$ cat config.mk
export PLATFORM = sky130hd
export DESIGN_NAME = conv_window_mult
export DESIGN_NICKNAME = d
export VERILOG_FILES = /design/src/rtl/conv_pkg.sv /design/src/rtl/line_buffer.sv /design/src/rtl/conv_window_mult.sv
export SDC_FILE = /design/constraint.sdc
export NUM_CORES = 2
export LEC_CHECK = 0
export BUFFER_PORTS_ARGS = -buffer_cell sky130_fd_sc_hd__buf_2
export CAP_MARGIN = 30
export CORE_ASPECT_RATIO = 1.25
export CORE_MARGIN = 1.5
export CORE_UTILIZATION = 57
export CTS_CLUSTER_DIAMETER = 100
export DETAILED_ROUTE_END_ITERATION = 8
export HOLD_SLACK_MARGIN = 0.08
export PLACE_DENSITY = 0.73
export SLEW_MARGIN = 30
export SYNTH_ARGS = -nofsm -noshare
export SYNTH_HDL_FRONTEND = slang
export SYNTH_SLANG_ARGS = --single-unit
$ cat constraint.sdc
create_clock -name clk -period 6.9 [get_ports clk]
set_input_delay 0.69 -clock clk [delete_from_list [all_inputs] [get_ports clk]]
set_output_delay 0.69 -clock clk [all_outputs]
set_load 0.005 [all_outputs]
$ cat src/rtl/conv_pkg.sv
// Shared constants, state encoding and the 8-bit clamp used by the 3x3
// convolution window multiplier and the downstream adder tree.
package conv_pkg;

  localparam int KSIZE   = 3;
  localparam int NTAPS   = KSIZE * KSIZE;
  localparam int PIX_W   = 8;
  localparam int PROD_W  = 16;
  localparam int SAT_MAX = 127;
  localparam int SAT_MIN = -128;

  localparam logic [1:0] ST_IDLE  = 2'd0;
  localparam logic [1:0] ST_RUN   = 2'd1;
  localparam logic [1:0] ST_DRAIN = 2'd2;

  // Drain down-counter load; DRAIN spans load..0 inclusive.
  localparam logic [1:0] DRAIN_LOAD = 2'd3;

  typedef logic signed [PIX_W-1:0]  pix_t;
  typedef logic signed [PROD_W-1:0] prod_t;

  function automatic pix_t sat8(input prod_t v);
    if (v > prod_t'(SAT_MAX)) return pix_t'(SAT_MAX);
    if (v < prod_t'(SAT_MIN)) return pix_t'(SAT_MIN);
    return pix_t'(v[PIX_W-1:0]);
  endfunction

endpackage

$ cat src/rtl/line_buffer.sv
// Circular delay line of DEPTH entries: output is the sample written DEPTH
// shifts ago (read-before-write on a single pointer).
module line_buffer #(
  parameter int DEPTH = 28,
  parameter int WIDTH = 8
) (
  input  logic             clk,
  input  logic             rst,
  input  logic             i_shift_en,
  input  logic [WIDTH-1:0] i_din,
  output logic [WIDTH-1:0] o_dout
);
  localparam int AW = $clog2(DEPTH);

  logic [WIDTH-1:0] r_mem [DEPTH];
  logic [AW-1:0]    r_ptr;

  assign o_dout = r_mem[r_ptr];

  // RAM contents deliberately survive reset; row/col gating hides stale data.
  always_ff @(posedge clk) begin
    if (i_shift_en) r_mem[r_ptr] <= i_din;
  end

  always_ff @(posedge clk) begin
    if (rst) begin
      r_ptr <= '0;
    end else if (i_shift_en) begin
      r_ptr <= (r_ptr == AW'(DEPTH - 1)) ? '0 : r_ptr + 1'b1;
    end
  end

endmodule

$ cat src/rtl/conv_window_mult.sv
// 3x3 sliding-window multiplier: line buffers build raster windows, each tap is
// multiplied by its kernel weight, rescaled, clamped and handed to the adder tree.
//
// state    | meaning
// ST_IDLE  | waiting for the first pixel; weight loads honoured
// ST_RUN   | streaming the pixels of a frame
// ST_DRAIN | four cycles after the last pixel: last window, then two zero flushes
module conv_window_mult
  import conv_pkg::*;
#(
  parameter int IMG_W     = 28,
  parameter int IMG_H     = 28,
  parameter int FRAC_BITS = 4
) (
  input  logic             clk,
  input  logic             rst,
  input  logic             w_load,
  input  logic signed [7:0] w_data,
  output logic             weights_ok,
  input  logic             pix_valid,
  input  logic signed [7:0] pix_in,
  output logic             pix_ready,
  output logic             tree,
  output logic signed [7:0] result_0,
  output logic signed [7:0] result_1,
  output logic signed [7:0] result_2,
  output logic signed [7:0] result_3,
  output logic signed [7:0] result_4,
  output logic signed [7:0] result_5,
  output logic signed [7:0] result_6,
  output logic signed [7:0] result_7,
  output logic signed [7:0] result_8
);
  localparam int CW = $clog2(IMG_W);
  localparam int RW = $clog2(IMG_H);

  logic [1:0]       r_state;
  logic [1:0]       r_drain_cnt;
  logic [CW-1:0]    r_col;
  logic [RW-1:0]    r_row;
  pix_t             r_w [NTAPS];
  logic [3:0]       r_idx;
  logic             r_wok;
  pix_t             r_win [NTAPS];
  logic             r_win_vld;
  pix_t             r_res [NTAPS];
  logic             r_tree;

  logic             w_accept;
  logic             w_col_end;
  logic             w_row_end;
  logic             w_last_pix;
  logic             w_flush;
  logic [PIX_W-1:0] w_lb0_out;
  logic [PIX_W-1:0] w_lb1_out;
  prod_t            w_prod [NTAPS];
  pix_t             w_sat  [NTAPS];

  assign pix_ready  = r_wok && (r_state != ST_DRAIN);
  assign weights_ok = r_wok;
  assign tree       = r_tree;
  assign w_accept   = pix_valid && pix_ready;
  assign w_col_end  = (r_col == CW'(IMG_W - 1));
  assign w_row_end  = (r_row == RW'(IMG_H - 1));
  assign w_last_pix = w_accept && w_col_end && w_row_end;
  assign w_flush    = (r_state == ST_DRAIN) && ((r_drain_cnt == 2'd2) || (r_drain_cnt == 2'd1));

  always_ff @(posedge clk) begin
    if (rst) begin
      r_state     <= ST_IDLE;
      r_drain_cnt <= '0;
    end else begin
      case (r_state)
        ST_IDLE:  if (w_accept) r_state <= ST_RUN;
        ST_RUN: begin
          if (w_last_pix) begin
            r_state     <= ST_DRAIN;
            r_drain_cnt <= DRAIN_LOAD;
          end
        end
        ST_DRAIN: begin
          if (r_drain_cnt == 2'd0) r_state <= ST_IDLE;
          else                     r_drain_cnt <= r_drain_cnt - 2'd1;
        end
        default:  r_state <= ST_IDLE;
      endcase
    end
  end

  always_ff @(posedge clk) begin
    if (rst) begin
      r_col <= '0;
      r_row <= '0;
    end else if (w_accept) begin
      if (w_col_end) begin
        r_col <= '0;
        r_row <= w_row_end ? '0 : r_row + 1'b1;
      end else begin
        r_col <= r_col + 1'b1;
      end
    end
  end

  // A load while weights_ok is set starts a fresh kernel at w0.
  always_ff @(posedge clk) begin
    if (rst) begin
      r_idx <= '0;
      r_wok <= 1'b0;
      for (int i = 0; i < NTAPS; i++) r_w[i] <= '0;
    end else if (w_load && (r_state == ST_IDLE)) begin
      if (r_wok) begin
        r_w[0] <= w_data;
        r_idx  <= 4'd1;
        r_wok  <= 1'b0;
      end else begin
        r_w[r_idx] <= w_data;
        if (r_idx == 4'(NTAPS - 1)) begin
          r_idx <= '0;
          r_wok <= 1'b1;
        end else begin
          r_idx <= r_idx + 4'd1;
        end
      end
    end
  end

  line_buffer #(.DEPTH(IMG_W), .WIDTH(PIX_W)) u_lb0 (
    .clk(clk), .rst(rst), .i_shift_en(w_accept), .i_din(pix_in), .o_dout(w_lb0_out)
  );

  line_buffer #(.DEPTH(IMG_W), .WIDTH(PIX_W)) u_lb1 (
    .clk(clk), .rst(rst), .i_shift_en(w_accept), .i_din(w_lb0_out), .o_dout(w_lb1_out)
  );

  // Row 0 of the window is oldest (two lines back), column 0 is leftmost.
  always_ff @(posedge clk) begin
    if (w_accept) begin
      for (int r = 0; r < KSIZE; r++) begin
        r_win[r*KSIZE]     <= r_win[r*KSIZE + 1];
        r_win[r*KSIZE + 1] <= r_win[r*KSIZE + 2];
      end
      r_win[KSIZE - 1]   <= pix_t'(w_lb1_out);
      r_win[2*KSIZE - 1] <= pix_t'(w_lb0_out);
      r_win[NTAPS - 1]   <= pix_in;
    end
  end

  always_ff @(posedge clk) begin
    if (rst) r_win_vld <= 1'b0;
    else     r_win_vld <= w_accept && (r_row >= RW'(2)) && (r_col >= CW'(2));
  end

  always_comb begin
    for (int i = 0; i < NTAPS; i++) begin
      w_prod[i] = prod_t'(r_win[i]) * prod_t'(r_w[i]);
      w_sat[i]  = sat8(w_prod[i] >>> FRAC_BITS);
    end
  end

  always_ff @(posedge clk) begin
    if (rst) begin
      r_tree <= 1'b0;
      for (int i = 0; i < NTAPS; i++) r_res[i] <= '0;
    end else if (w_flush) begin
      r_tree <= 1'b1;
      for (int i = 0; i < NTAPS; i++) r_res[i] <= '0;
    end else if (r_win_vld) begin
      r_tree <= 1'b1;
      for (int i = 0; i < NTAPS; i++) r_res[i] <= w_sat[i];
    end else begin
      r_tree <= 1'b0;
    end
  end

  assign result_0 = r_res[0];
  assign result_1 = r_res[1];
  assign result_2 = r_res[2];
  assign result_3 = r_res[3];
  assign result_4 = r_res[4];
  assign result_5 = r_res[5];
  assign result_6 = r_res[6];
  assign result_7 = r_res[7];
  assign result_8 = r_res[8];

endmodule
==> flow_summary.json <==
{
  "slew_headroom_pct": 33.6,
  "crit_arrival_ns": 6.03,
  "antenna_found_initial": 5,
  "die_h_um": 333,
  "ant_nets": 0,
  "numPortBuffers": 94,
  "min_path_cells": 2,
  "r2r_cells": 17,
  "drt-pass1-iter-count": 5,
  "p_int_mw": 8.16,
  "cts_hold_buf": 0,
  "clk_pin_slew_worst_paths_ns": 0.06,
  "clockPowerShare_pct": 35.4,
  "crit_family": "adder cells",
  "grt_pass1_wl_um": 160000,
  "ys_seq_area_share_pct": 41.8,
  "fin_ws_ns": 1.27,
  "dp_slack_ns": 1.29,
  "insertion_delay_ns": 0.65,
  "period_share_pct": 81.6,
  "post_cts_buffers": 0,
  "ctsResizeCount": 0,
  "worst_pin_slew_ns": 0.992,
  "core_mm2": 0.0860,
  "clk_path_buf_depth": 3,
  "fillers": 6548,
  "p_sw_share_pct": 29.7,
  "clkSinkCount": 705,
  "yosysTopAreaCellShare_pct": 40.1,
  "drive_gt1_share_pct": 10.2,
  "reg2reg_from": "r_win[0][21]$_DFFE_PP_",
  "chipWidth_um": 267,
  "root_buffer": "clkbuf_16",
  "ys_seq_elements": 705,
  "final-setup-viol-count": 0,
  "grt_max_degree": 57,
  "slew_viol_final": 0,
  "routed_via_density": 5.53,
  "synth_cells": 3979,
  "path_cells": "and2_1 -> fa_1 -> inv_1 -> fa_1 -> inv_1 -> fa_1 -> inv_1 -> fa_1 -> inv_1 -> ha_1 -> nand3_1 -> o211ai_1 -> o41ai_1 -> mux2_2 -> or4_1 -> o21a_1 -> a22o_1",
  "tns_ns": 0,
  "finalHoldViolations": 0,
  "switchingPower_mw": 3.44,
  "ir_drop_mv": 0.228,
  "rrSetupSlack_ns": 1.27,
  "worstSetupPathType": "reg -> reg",
  "wire_per_inst_um": 18.5,
  "area_growth_pct": 8.61,
  "grt.total_usage_pct": 22.9,
  "dieArea_mm2": 0.0889,
  "power.total_mw": 11.6,
  "place_congestion": 0.866,
  "routed_wl_um": 98300,
  "drt-initial-drc-count": 2030,
  "comb_power_share_pct": 23.8,
  "netlist_top_cells_area": "edfxtp_1 40%, fa_1 20%, ha_1 6.7%",
  "drcViolationCount": 0,
  "cap_violations": 0,
  "cts_tree": "done",
  "status": "completed",
  "htreeDepth": 3,
  "io_pins": 95,
  "first_global_vias": 30731,
  "synth_cell_types": 83,
  "slowest_delay_ns": 0.58,
  "hp-class": "reg -> reg",
  "period_needed_ns": 5.63,
  "ys.flop_type": "edfxtp_1",
  "cp_slowest_cell": "o41ai_1",
  "path_buf_inv": 4,
  "nets": 4861,
  "rsz0062_at_grt": "no",
  "seqPwrFrac_pct": 40.8,
  "hpwl_um": 71100,
  "overflow": 0,
  "power_density_mw_per_mm2": 215,
  "synth-edff-count": 664,
  "leakage_nw": 22.0,
  "fmax_ghz": 0.178,
  "ys_warn_count": 0,
  "cts_buffers": 74,
  "startpoint_type": "register",
  "yosysTopAreaCell": "edfxtp_1",
  "num_vias": 29363,
  "start_util_pct": 57.7,
  "finClkSkew_ns": 0.0304,
  "syn_avg_cell_area_um2": 12.5,
  "timing.rr.end": "r_res[0][21]$_SDFFCE_PN0P_",
  "cp_max_fo": 9,
  "cp.required_ns": 7.30,
  "hold_path_end": "r_row[4]$_SDFFE_PP0P_",
  "synth_nets": 4752,
  "hp-start": "r_row[4]$_SDFFE_PP0P_",
  "syn_area_mm2": 0.0497,
  "end_kind": "register",
  "rows": 120,
  "async_flop_share_pct": 0
}
-- metrics by stage --
stage | instances | util, % | cell area, um2 | hold slack (ns)
6_report | 5312 | 62.7 | 54000 | 0.521
5_1_grt | 5310 | 62.7 | 53900 | 0.570
4_1_cts | 5308 | 62.7 | 53900 | 0.511
3_5_place_dp | 5171 | 59.8 | 51400 | 0.499
3_3_place_gp | 5170 | 59.7 | 51400 | 0.483
2_1_floorplan | 3979 | - | 49700 | 0.464
-- kinds of logic after synthesis --
family / Yosys count / synth area share (%)
compound gates: 378 / 5.24
xor+xnor: 136 / 2.40
fa+ha+maj: 753 / 26.3
buf+inv: 799 / 6.08
flops: 705 / 41.8
mux: 179 / 6.90
simple gates: 1029 / 11.3
-- worst max path at each step --
stage / from / endpoint / slack [ns] / depth (start not counted)
finish: r_win[0][21]$_DFFE_PP_ / r_res[0][21]$_SDFFCE_PN0P_ / 1.27 / 17
CTS: r_win[0][21]$_DFFE_PP_ / r_res[0][21]$_SDFFCE_PN0P_ / 1.28 / 17
detailed placement: r_win[0][21]$_DFFE_PP_ / r_res[0][21]$_SDFFCE_PN0P_ / 1.29 / 17
floorplan: r_win[0][21]$_DFFE_PP_ / r_res[0][21]$_SDFFCE_PN0P_ / 1.64 / 17
global placement: r_win[0][21]$_DFFE_PP_ / r_res[0][21]$_SDFFCE_PN0P_ / 1.34 / 17
global route: r_w[0][3]$_SDFFCE_PN0P_ / r_res[0][0]$_SDFFCE_PN0P_ / 1.01 / 17
-- per-layer routing --
metal / wire length (um) / part of all wire (%) / vias up / track usage, %
met4: 2790 / 2.8 / 2 / 7.64
met3: 4960 / 5.1 / 156 / 2.87
met2: 50800 / 52 / 731 / 40.5
li1: - / - / 13608 / -
met5: 12 / 0.012 / - / 0
met1: 39700 / 40 / 14866 / 29.1
-- power groups by stage --
stage	Combinational, mW	Clock [mW]	Sequential [mW]
6_report	2.76	4.11	4.73
5_1_grt	3.15	4.31	4.74
4_1_cts	2.77	4.16	4.73
3_5_place_dp	2.75	0	4.82
3_3_place_gp	2.69	0	4.82
2_1_floorplan	2.19	0	4.81
-- Yosys cell counts (5+ instances only) --
library cell  count
a2111oi_0         5
a211oi_1         22
a21o_1           33
a21oi_1          82
a31oi_1           6
and2_1          443
and3_1           28
buf_1             8
buf_2            10
clkbuf_1         48
dfxtp_1          41
edfxtp_1        664
fa_1            486
ha_1            267
inv_1           731
mux2_2           29
mux2i_1          22
mux4_2          128
nand2_1         181
nand2b_1         19
nand3_1          30
nand3b_1          8
nand4_1           9
nor2_1          146
nor2b_1          61
nor3_1           42
nor3b_1          11
nor4_1            6
o2111ai_1        10
o211ai_1         14
o21a_1           32
o21ai_0          74
o21bai_1         11
o22ai_1          16
o31ai_1          20
or2_2            17
or3_1             9
xnor2_1         103
xor2_1           33
-- registers in the layout, indices dropped and copies added, names as in the netlist, named ones only --
signal,count
u_lb1.r_mem,224
u_lb0.r_mem,224
u_lb1.r_ptr,5
r_win,72
r_idx,4
r_drain_cnt,2
r_win_vld,1
r_w,72
tree,1
u_lb0.r_ptr,5
r_row,5
weights_ok,1
r_res,72
r_state,2
r_col,5
-- final cells by class --
| cell class | instances | area [um2] | share of cell area (%) |
|---|---|---|---|
| Sequential cell | 705 | 20800 | 38.5 |
| Tap cell | 1159 | 1450 | 2.69 |
| Multi-Input combinational cell | 2475 | 25900 | 48.0 |
| Antenna cell | 4 | 10.0 | 0.0186 |
| Timing Repair Buffer | 101 | 543 | 1.01 |
| Inverter | 731 | 2750 | 5.09 |
| Clock inverter | 52 | 619 | 1.15 |
| Clock buffer | 85 | 1900 | 3.53 |
-- tightest hold or removal path, stage by stage, from the launching register on --
cell and delay, ns:
dfxtp_1 0.32, o21ai_0 0.09, a21oi_1 0.07
-- placed cells by master, fill, tap and decap left out, drive strengths merged, types with 23 or more instances in the layout --
cell,n
buf,101
clkinv,32
dfxtp,41
a21oi,82
xnor2,103
o21ai,76
edfxtp,664
o21a,33
fa,486
and3,29
nand2,181
a21o,35
nor2b,61
mux4,128
a211oi,23
nor2,146
nand3,30
xor2,33
nor3,42
mux2,29
inv,737
ha,267
clkbuf,85
and2,443
(Power assumes the default switching activity.)
